### config.mk
export PLATFORM = sky130hd
export DESIGN_NAME = pc_sequencer_flat
export DESIGN_NICKNAME = d
export VERILOG_FILES = /design/src/rtl/pc_pkg.sv /design/src/rtl/pc_sequencer_if.sv /design/src/rtl/pc_save_stack.sv /design/src/rtl/pc_sequencer.sv /design/src/flat_wrapper.sv
export SDC_FILE = /design/constraint.sdc
export NUM_CORES = 1
export LEC_CHECK = 0
export BUFFER_PORTS_ARGS = -buffer_cell sky130_fd_sc_hd__buf_2
export CAP_MARGIN = 25
export CORE_MARGIN = 3
export CORE_UTILIZATION = 40
export DETAILED_ROUTE_END_ITERATION = 7
export GPL_TIMING_DRIVEN = 0
export MAX_ROUTING_LAYER = met4
export PLACE_DENSITY = 0.66
export RECOVER_POWER = 100
export SLEW_MARGIN = 10
export SYNTH_ARGS = -nofsm -noshare
export SYNTH_HDL_FRONTEND = slang
export SYNTH_SLANG_ARGS = --single-unit
### constraint.sdc
create_clock -name clk -period 4.05 [get_ports clk]
set_clock_uncertainty 0.15 [all_clocks]
set_input_delay 0.405 -clock clk [delete_from_list [all_inputs] [get_ports clk]]
set_output_delay 0.405 -clock clk [all_outputs]
set_load 0.03 [all_outputs]
### src/rtl/pc_pkg.sv
// Shared types and default vectors for the fetch-stage PC sequencer.
package pc_pkg;

  typedef enum logic [1:0] {
    BOOT      = 2'd0,
    RUN       = 2'd1,
    INT_ENTRY = 2'd2
  } pc_state_e;

  localparam int          PC_ADDR_W    = 32;
  localparam logic [31:0] PC_RESET_VEC = 32'h20;
  localparam logic [31:0] PC_INT_VEC   = 32'h10;
  localparam int          PC_INC       = 1;
  localparam int          PC_DEPTH     = 4;

endpackage

### src/rtl/pc_sequencer_if.sv
// Control/status bundle between Decode/Execute (master) and the PC sequencer (slave).
interface pc_sequencer_if #(
  parameter int ADDR_W = pc_pkg::PC_ADDR_W
);
  logic              stall;
  logic              redirect;
  logic [ADDR_W-1:0] redirect_target;
  logic              rti;
  logic              int_req;
  logic              int_ack;
  logic [ADDR_W-1:0] pc;
  logic              pc_valid;
  logic              in_handler;
  logic [ADDR_W-1:0] epc;
  logic              ovf_err;

  modport master (
    output stall, redirect, redirect_target, rti, int_req,
    input  int_ack, pc, pc_valid, in_handler, epc, ovf_err
  );

  modport slave (
    input  stall, redirect, redirect_target, rti, int_req,
    output int_ack, pc, pc_valid, in_handler, epc, ovf_err
  );
endinterface

### src/rtl/pc_save_stack.sv
// LIFO of saved return PCs for nested interrupts; top reads 0 when empty.
module pc_save_stack #(
  parameter int W     = 32,
  parameter int DEPTH = 4
) (
  input  logic         clk,
  input  logic         rst_n,
  input  logic         push,
  input  logic         pop,
  input  logic [W-1:0] din,
  output logic [W-1:0] top,
  output logic         empty,
  output logic         full
);
  localparam int CW = $clog2(DEPTH + 1);
  localparam int IW = (DEPTH > 1) ? $clog2(DEPTH) : 1;

  logic [DEPTH-1:0][W-1:0] mem_q, mem_d;
  logic [CW-1:0]           cnt_q, cnt_d;
  logic [IW-1:0]           wr_idx, top_idx;

  assign wr_idx  = IW'(cnt_q);
  assign top_idx = IW'(cnt_q - CW'(1));
  assign empty   = (cnt_q == '0);
  assign full    = (cnt_q == CW'(DEPTH));
  assign top     = empty ? '0 : mem_q[top_idx];

  // Push writes above the current top; pop just drops the count.
  always_comb begin
    mem_d = mem_q;
    cnt_d = cnt_q;
    if (push && !full) begin
      mem_d[wr_idx] = din;
      cnt_d         = cnt_q + CW'(1);
    end else if (pop && !empty) begin
      cnt_d = cnt_q - CW'(1);
    end
  end

  // Stack storage and depth counter.
  always_ff @(posedge clk or negedge rst_n) begin
    if (!rst_n) begin
      mem_q <= '0;
      cnt_q <= '0;
    end else begin
      mem_q <= mem_d;
      cnt_q <= cnt_d;
    end
  end
endmodule

### src/rtl/pc_sequencer.sv
// Fetch-stage program counter: boot, increment, stall, redirect, interrupt entry/return.
// Optional macro PC_NEST_EN: nested interrupts through a DEPTH-entry saved-PC stack;
// without it a single EPC register masks nesting until rti.
module pc_sequencer
  import pc_pkg::*;
#(
  parameter int                ADDR_W    = PC_ADDR_W,
  parameter logic [ADDR_W-1:0] RESET_VEC = ADDR_W'(PC_RESET_VEC),
  parameter logic [ADDR_W-1:0] INT_VEC   = ADDR_W'(PC_INT_VEC),
  parameter int                INC       = PC_INC,
  parameter int                DEPTH     = PC_DEPTH
) (
  input logic           clk,
  input logic           rst_n,
  pc_sequencer_if.slave bus
);

  // A zero-entry stack is meaningless; reject it at elaboration.
  if (DEPTH < 1) begin : g_bad_depth
    $error("pc_sequencer: DEPTH must be at least 1");
  end

  pc_state_e         state_q, state_d;
  logic [ADDR_W-1:0] pc_q, pc_d;
  logic              ovf_q, ovf_d;
  logic [ADDR_W-1:0] pc_inc, push_val, top_pc;
  logic              push, pop, ack, saved_any, accept_ok, nest_blocked;

  assign pc_inc   = pc_q + ADDR_W'(INC);
  // Return address follows a same-cycle branch so the handler resumes at the target.
  assign push_val = bus.redirect ? bus.redirect_target : pc_inc;

`ifdef PC_NEST_EN
  logic stk_empty, stk_full;

  pc_save_stack #(.W(ADDR_W), .DEPTH(DEPTH)) u_stack (
    .clk   (clk),
    .rst_n (rst_n),
    .push  (push),
    .pop   (pop),
    .din   (push_val),
    .top   (top_pc),
    .empty (stk_empty),
    .full  (stk_full)
  );

  assign saved_any    = !stk_empty;
  assign accept_ok    = !stk_full;
  assign nest_blocked = stk_full;
`else
  logic [ADDR_W-1:0] epc_q, epc_d;
  logic              hnd_q, hnd_d;

  // Single saved PC: loaded on accept, cleared on return.
  always_comb begin
    epc_d = epc_q;
    hnd_d = hnd_q;
    if (push) begin
      epc_d = push_val;
      hnd_d = 1'b1;
    end else if (pop) begin
      epc_d = '0;
      hnd_d = 1'b0;
    end
  end

  // EPC register and handler-active flag.
  always_ff @(posedge clk or negedge rst_n) begin
    if (!rst_n) begin
      epc_q <= '0;
      hnd_q <= 1'b0;
    end else begin
      epc_q <= epc_d;
      hnd_q <= hnd_d;
    end
  end

  assign top_pc       = epc_q;
  assign saved_any    = hnd_q;
  assign accept_ok    = !hnd_q;
  assign nest_blocked = 1'b0;   // a masked request simply waits
`endif

  // Next-state and next-PC selection; rti > interrupt > redirect > stall > increment.
  always_comb begin
    state_d = state_q;
    pc_d    = pc_q;
    ovf_d   = ovf_q;
    push    = 1'b0;
    pop     = 1'b0;
    ack     = 1'b0;
    unique case (state_q)
      BOOT: state_d = RUN;              // pc stays on the reset vector this cycle
      RUN: begin
        if (bus.rti) begin
          if (saved_any) begin
            pc_d = top_pc;
            pop  = 1'b1;
          end else begin
            pc_d  = pc_inc;
            ovf_d = 1'b1;
          end
        end else if (bus.int_req && accept_ok && !bus.stall) begin
          push    = 1'b1;
          pc_d    = INT_VEC;
          ack     = 1'b1;
          state_d = INT_ENTRY;
        end else begin
          if (bus.int_req && nest_blocked) ovf_d = 1'b1;
          if (bus.redirect)    pc_d = bus.redirect_target;
          else if (!bus.stall) pc_d = pc_inc;
        end
      end
      INT_ENTRY: state_d = RUN;         // flush bubble: all control ignored
      default:   state_d = BOOT;
    endcase
  end

  // Sequencer state, PC and sticky error flag.
  always_ff @(posedge clk or negedge rst_n) begin
    if (!rst_n) begin
      state_q <= BOOT;
      pc_q    <= RESET_VEC;
      ovf_q   <= 1'b0;
    end else begin
      state_q <= state_d;
      pc_q    <= pc_d;
      ovf_q   <= ovf_d;
    end
  end

  assign bus.int_ack    = ack;
  assign bus.pc         = pc_q;
  assign bus.pc_valid   = (state_q != BOOT);
  assign bus.in_handler = saved_any;
  assign bus.epc        = saved_any ? top_pc : '0;
  assign bus.ovf_err    = ovf_q;

endmodule

### src/flat_wrapper.sv
// flat-port wrapper written by rule: the top's interface ports become plain ports
module pc_sequencer_flat import pc_pkg::*;
#(
  parameter int                ADDR_W    = PC_ADDR_W,
  parameter logic [ADDR_W-1:0] RESET_VEC = ADDR_W'(PC_RESET_VEC),
  parameter logic [ADDR_W-1:0] INT_VEC   = ADDR_W'(PC_INT_VEC),
  parameter int                INC       = PC_INC,
  parameter int                DEPTH     = PC_DEPTH
)
  (clk, rst_n, bus_stall, bus_redirect, bus_redirect_target, bus_rti, bus_int_req, bus_int_ack, bus_pc, bus_pc_valid, bus_in_handler, bus_epc, bus_ovf_err);
  pc_sequencer_if #(.ADDR_W(ADDR_W)) bus_i ();
  input logic clk;
  input logic rst_n;
  input wire logic [$bits(bus_i.stall)-1:0] bus_stall;
  input wire logic [$bits(bus_i.redirect)-1:0] bus_redirect;
  input wire logic [$bits(bus_i.redirect_target)-1:0] bus_redirect_target;
  input wire logic [$bits(bus_i.rti)-1:0] bus_rti;
  input wire logic [$bits(bus_i.int_req)-1:0] bus_int_req;
  output wire logic [$bits(bus_i.int_ack)-1:0] bus_int_ack;
  output wire logic [$bits(bus_i.pc)-1:0] bus_pc;
  output wire logic [$bits(bus_i.pc_valid)-1:0] bus_pc_valid;
  output wire logic [$bits(bus_i.in_handler)-1:0] bus_in_handler;
  output wire logic [$bits(bus_i.epc)-1:0] bus_epc;
  output wire logic [$bits(bus_i.ovf_err)-1:0] bus_ovf_err;
  assign bus_i.stall = bus_stall;
  assign bus_i.redirect = bus_redirect;
  assign bus_i.redirect_target = bus_redirect_target;
  assign bus_i.rti = bus_rti;
  assign bus_i.int_req = bus_int_req;
  assign bus_int_ack = bus_i.int_ack;
  assign bus_pc = bus_i.pc;
  assign bus_pc_valid = bus_i.pc_valid;
  assign bus_in_handler = bus_i.in_handler;
  assign bus_epc = bus_i.epc;
  assign bus_ovf_err = bus_i.ovf_err;
  pc_sequencer #(.ADDR_W(ADDR_W), .RESET_VEC(RESET_VEC), .INT_VEC(INT_VEC), .INC(INC), .DEPTH(DEPTH)) u_core (.clk(clk), .rst_n(rst_n), .bus(bus_i));
endmodule
# [Yosys cells after proc, flatten, opt, wreduce, memory -nomap -nowiden]
# Index checks and enable logic that the tools add are counted.
[classes] n_addsub=1 n_eq_ne=5 muxes=20 bitwise=1 n_reduce_logical=11
[op_table] operator="32-bit two-way mux" n=9
[op_table] operator="32-bit by 1-bit adder with 32-bit output (second input constant)" n=1
[op_table] operator="1-bit two-way mux" n=8
[op_table] operator="2-bit two-way mux" n=2
[op_table] operator="4-bit by 1-bit inequality test with 1-bit output (second input constant)" n=1
[op_table] operator="2-bit case mux with 2 select lines" n=1
[op_table] operator="2-bit AND reduction" n=2
[op_table] operator="2-bit nonzero test" n=2
[op_table] operator="3-bit AND reduction" n=1
[op_table] operator="2-bit by 1-bit == test with 1-bit output (second input constant)" n=1
[op_table] operator="2-bit == test (second input constant)" n=1
[op_table] operator="1-bit logical AND" n=2
[op_table] operator="1-bit logical NOT" n=2
[op_table] operator="2-bit logical NOT" n=1
[op_table] operator="2-bit by 1-bit inequality test with 1-bit output (second input constant)" n=1
[op_table] operator="2-bit inequality test (second input constant)" n=1
[op_table] operator="2-bit OR reduction" n=1
[op_table] operator="1-bit NOT" n=1
[totals] reg_bits=68 inputBits=38 output_inout_bits=68 word_cells=43

# [Logic depth before layout (Yosys ltp)]
[depth] ltp_word=7 ltp_mapped=8 mapped_depth_nobuf=6

# [Worst setup path before layout]
# No wires, ideal clock.
[synth_timing] path_type="reg-to-reg" startpoint="reg u_core.pc_q[0], in the netlist u_core.bus.pc[0]" endpoint="reg u_core.pc_q[24], in the netlist u_core.bus.pc[24]" setup_ns=0.104 arrival_ns=2.156 required_time_ns=3.796 setup_slack_ns=1.640 path_stages_with_launch=8 n_path_buf=1 period_less_slack_ns=2.410 cell_sequence="dfrtp_1 ha_1 buf_6 inv_1 nor4_4 nand4_4 mux2_4 o311ai_1"
[synth_between] elab_chain_len=5 word_cells_on_any_way=6 cone_classes="add/sub: 1; mux: 5"
[synth_rtl] element="start: declaration" line_no="pc_sequencer.sv:24" source="logic [ADDR_W-1:0] pc_q, pc_d;"
[synth_rtl] element="start signal: assignment" line_no="pc_sequencer.sv:127" source="pc_q <= pc_d;"
[synth_rtl] element="32-bit by 1-bit adder with 32-bit output *" line_no="pc_sequencer.sv:29" source="assign pc_inc = pc_q + ADDR_W'(INC);"
[synth_rtl] element="32-bit two-way mux" line_no="pc_sequencer.sv:111" source="else if (!bus.stall) pc_d = pc_inc;"
[synth_rtl] element="32-bit two-way mux" line_no="pc_sequencer.sv:110" source="if (bus.redirect) pc_d = bus.redirect_target;"
[synth_rtl] element="32-bit two-way mux" line_no="pc_sequencer.sv:103" source="end else if (bus.int_req && accept_ok && !bus.stall) begin"
[synth_rtl] element="32-bit two-way mux *" line_no="pc_sequencer.sv:95" source="if (bus.rti) begin"
# Every way passes the cells marked *; elsewhere a longest branch is shown, timed or not. The select of a mux whose other input is x is not followed.
# A chain may end at the register's enable or synchronous reset.

# [Worst setup path after layout]
[layout_timing] startpoint="reg u_core.hnd_q, in the netlist u_core.bus.in_handler" endpoint="out bus_epc[30]"
[layout_between] elab_chain_len=1
[layout_rtl] element="start: declaration" line_no="pc_sequencer.sv:52" source="logic hnd_q, hnd_d;"
[layout_rtl] element="start signal: assignment" line_no="pc_sequencer.sv:74" source="hnd_q <= hnd_d;"
[layout_rtl] element="32-bit two-way mux" line_no="pc_sequencer.sv:136" source="assign bus.epc = saved_any ? top_pc : '0;"
[layout_rtl] element="end: declaration" line_no="flat_wrapper.sv:23" source="output wire logic [$bits(bus_i.epc)-1:0] bus_epc;"
# Every way passes these cells.

==> impl_metrics.sql <==
INSERT INTO impl_metrics (metric_group, metric, value, unit) VALUES
('sta', 'setup_ws', '0.561', 'ns'),
('worst_setup_path', 'worst_setup_path_class', 'flip-flop to output port', ''),
('sta', 'final_max_slew_viol_count', '39', ''),
('synthesis', 'synth_seq_area_share', '35.1', '%'),
('power_and_ir_drop', 'vdd.ir_drop.worst', '0.224', 'mV'),
('global_routing', 'grt_use_met3', '5.34', '%'),
('drt', 'drc_violation_count_after_routing', '0', ''),
('power_and_ir_drop', 'standby_leakage_power', '2.30', 'nW'),
('synthesis', 'syn-instance-count', '573', ''),
('synthesis', 'synth.yosys.warnings', '0', ''),
('outcome', 'outcome', 'complete, but fails checks', ''),
('worst_setup_path', 'critPathCaptureType', 'output port', ''),
('clock_tree', 'clk_root_buffer_cell', 'sky130_fd_sc_hd__clkbuf_16', ''),
('clock_tree', 'cts_post_setup_buffers_inserted', '0', ''),
('die', 'pin_count', '106', ''),
('place', 'placed_cells_incl_taps', '821', ''),
('sta', 'finalCritPeriodShare', '86.1', '%'),
('clock_tree', 'clkLatencyLatePin', '0.34', 'ns'),
('sta', 'slew_headroom', '-10.0', '%'),
('sta', 'max_clock_freq', '287', 'MHz'),
('worst_setup_path', 'setup.worst_path.start_class', 'flip-flop', ''),
('synthesis', 'synth_area', '4850', 'µm²'),
('synthesis', 'yosysMostFrequentCell', 'sky130_fd_sc_hd__dfrtp_1', ''),
('flow_run', 'max-cap-violations', '2', ''),
('worst_setup_path', 'slowest_cell_on_crit_path', 'sky130_fd_sc_hd__clkbuf_1', ''),
('global_routing', 'grt_max_degree', '41', ''),
('synthesis', 'postSynthNetCount', '612', ''),
('global_routing', 'met2_use_gr', '43.2', '%'),
('worst_setup_path', 'reg2reg_from', 'u_core.bus.pc[5]', ''),
('synthesis', 'ys_seq_elements', '68', ''),
('drt', 'detailroute.via_count', '5365', ''),
('worst_setup_path', 'crit_required', '3.49', 'ns'),
('worst_hold_path', 'hold_path.startpoint', 'bus_redirect_target[25]', ''),
('layout', 'synthToLayoutAreaGrowth', '17.6', '%'),
('layout', 'final.fill_count', '1192', ''),
('layout', 'drive_gt1_share', '14.2', '%'),
('synthesis', 'synth_top_cell_area_share', '34.5', '%'),
('sta', 'layout_min_cycle_time', '3.49', 'ns'),
('place', 'routabilityCongestion', '0.949', ''),
('worst_setup_path', 'crit_path_frequent_cell', 'sky130_fd_sc_hd__clkbuf_1', ''),
('worst_setup_path', 'critPathMaxFanout', '10', ''),
('die', 'die_ar', '13500', 'µm²'),
('drt', 'detail_route.first_pass.iterations', '6', ''),
('worst_setup_path', 'max_stage_delay', '0.55', 'ns'),
('die', 'die_w', '116', 'µm'),
('clock_tree', 'cts.sink_count', '68', ''),
('drt', 'drt_iter0_markers', '649', ''),
('drt', 'route.final.wire_length', '18600', 'µm'),
('drt', 'average_wire_per_standard_cell', '22.2', 'µm'),
('drt', 'drtAntennaViolNets', '0', ''),
('sta', 'worst_hold_slack', '0.183', 'ns'),
('die', 'row_count', '39', ''),
('place', 'detailed_place_hpwl', '13400', 'µm'),
('worst_setup_path', 'critical_path.cell_chain', 'clkbuf_1, clkbuf_1, clkbuf_1, and2_1, clkbuf_1', ''),
('synthesis', 'ys_types', '84', ''),
('synthesis', 'synthFlopType', 'sky130_fd_sc_hd__dfrtp_1', ''),
('sta', 'grt_setup_unrepaired', 'no', ''),
('worst_hold_path', 'worst_hold_class', 'primary input to flip-flop', ''),
('global_routing', 'grt_overflow', '0', ''),
('outcome', 'failed_checks', 'capacitance limit, slew limit', ''),
('power_and_ir_drop', 'p_per_area', '547', 'nW/µm²'),
('sta', 'tightest_slew', '1.64', 'ns'),
('global_routing', 'most_used_routing_layer_in_global_routing', 'met2', ''),
('die', 'core_area', '11600', 'µm²'),
('worst_setup_path', 'start_point_of_the_critical_path', 'u_core.bus.in_handler', ''),
('sta', 'setup_viol', '0', ''),
('clock_tree', 'clock_path_buffers', '2', ''),
('clock_tree', 'htreeDepth', '3', ''),
('sta', 'fin_tns_setup', '0', 'ns'),
('synthesis', 'postSynth.asyncResetShare', '100', '%'),
('die', 'die_h', '116', 'µm');
## metrics by stage
| step | total power [mW] | area, µm² |
|---|---|---|
| 6_report | 3.12 | 5710 |
| 3_3_place_gp | 2.40 | 5550 |
| 4_1_cts | 3.16 | 5850 |
| 3_5_place_dp | 2.44 | 5580 |
| 2_1_floorplan | 2.00 | 4850 |
| 5_1_grt | 3.29 | 5710 |
## timing repair
item                                    in CTS  in global routing
hold endpoints to repair                    28                  0
gates resized for setup                      0                  0
hold buffers                                 1                  0
endpoints found under the setup margin       0                  0
## cell families (layout without fill, tap and decap cells)
group | Yosys count | in the layout | synth area share [%]
AOI/OAI and AO/OA | 170 | 170 | 24.0
xor gates and xnor gates | 18 | 18 | 3.25
adders and majority gates | 1 | 1 | 0.258
buffers and inverters | 62 | 184 | 6.29
DFF | 68 | 68 | 35.1
muxes | 13 | 13 | 2.81
and+or+nand+nor | 241 | 241 | 28.3
## power breakdown
group,total [mW],internal (mW),switching [mW]
sequential,1.13,0.881,0.251
combinational,1.26,0.416,0.845
clock,0.729,0.433,0.295
total,3.12,1.73,1.39
## area by class of cell
class / count / area (µm²) / share of cell area [%]
Buffer: 51 / 238 / 4.16
Clock buffer: 16 / 262 / 4.58
Inverter: 11 / 41.3 / 0.723
Multi-Input combinational cell: 443 / 2820 / 49.3
Sequential cell: 68 / 1700 / 29.8
Tap cell: 143 / 179 / 3.13
Timing Repair Buffer: 106 / 470 / 8.24
## per-layer routing
| layer | wire, µm | share of wire, % |
|---|---|---|
| met3 | 1860 | 10 |
| met1 | 7830 | 42 |
| met5 | 0 | 0 |
| met4 | 436 | 2.3 |
| met2 | 8490 | 46 |
## flip-flops by register name, indices dropped and copies added (netlist names)
signal / flops
u_core.bus.pc: 32
u_core.epc_q: 32
u_core.bus.ovf_err: 1
u_core.state_q: 2
u_core.bus.in_handler: 1
## final timing paths
path | to | slack (ns) | depth (start not counted)
min in group asynchronous | u_core.bus.pc[28] | 0.87 | 2
max in group asynchronous | u_core.epc_q[26] | 1.04 | 3
worst min-delay path | u_core.bus.pc[25] | 0.18 | 3
worst min register to register | u_core.bus.ovf_err | 0.33 | 1
worst max register to register | u_core.bus.pc[24] | 0.64 | 5
worst max-delay path | bus_epc[30] | 0.56 | 5
## placed cells by master (no fill, tap or decap), types with 4 or more instances in the layout
| cell type | n |
|---|---|
| sky130_fd_sc_hd__clkbuf_1 | 97 |
| sky130_fd_sc_hd__dfrtp_1 | 67 |
| sky130_fd_sc_hd__buf_2 | 57 |
| sky130_fd_sc_hd__o21ai_0 | 56 |
| sky130_fd_sc_hd__nand3_1 | 56 |
| sky130_fd_sc_hd__nor2_1 | 30 |
| sky130_fd_sc_hd__nor3_1 | 28 |
| sky130_fd_sc_hd__nand2_1 | 27 |
| sky130_fd_sc_hd__a21oi_1 | 20 |
| sky130_fd_sc_hd__nor4_1 | 17 |
| sky130_fd_sc_hd__and2_1 | 16 |
| sky130_fd_sc_hd__and2_0 | 15 |
| sky130_fd_sc_hd__xnor2_1 | 13 |
| sky130_fd_sc_hd__o211ai_1 | 13 |
| sky130_fd_sc_hd__nand4_1 | 11 |
| sky130_fd_sc_hd__mux2i_1 | 11 |
| sky130_fd_sc_hd__inv_1 | 9 |
| sky130_fd_sc_hd__clkbuf_16 | 9 |
| sky130_fd_sc_hd__and3_1 | 7 |
| sky130_fd_sc_hd__a22o_1 | 7 |
| sky130_fd_sc_hd__a31oi_1 | 7 |
| sky130_fd_sc_hd__o31ai_1 | 6 |
| sky130_fd_sc_hd__a221o_1 | 6 |
| sky130_fd_sc_hd__o31a_1 | 5 |
| sky130_fd_sc_hd__xor2_1 | 5 |
| sky130_fd_sc_hd__nand2b_1 | 4 |
| sky130_fd_sc_hd__o221ai_1 | 4 |
| sky130_fd_sc_hd__o2bb2ai_1 | 4 |
| sky130_fd_sc_hd__o311ai_0 | 4 |
## critical path, delay by kind of cell, from the launching register on
family	cells	cell delay (ns)
flip-flops	1	0.50
AND/OR/NAND/NOR	1	0.21
buffers and inverters	4	1.88
Power figures use the tool's default switching activity.
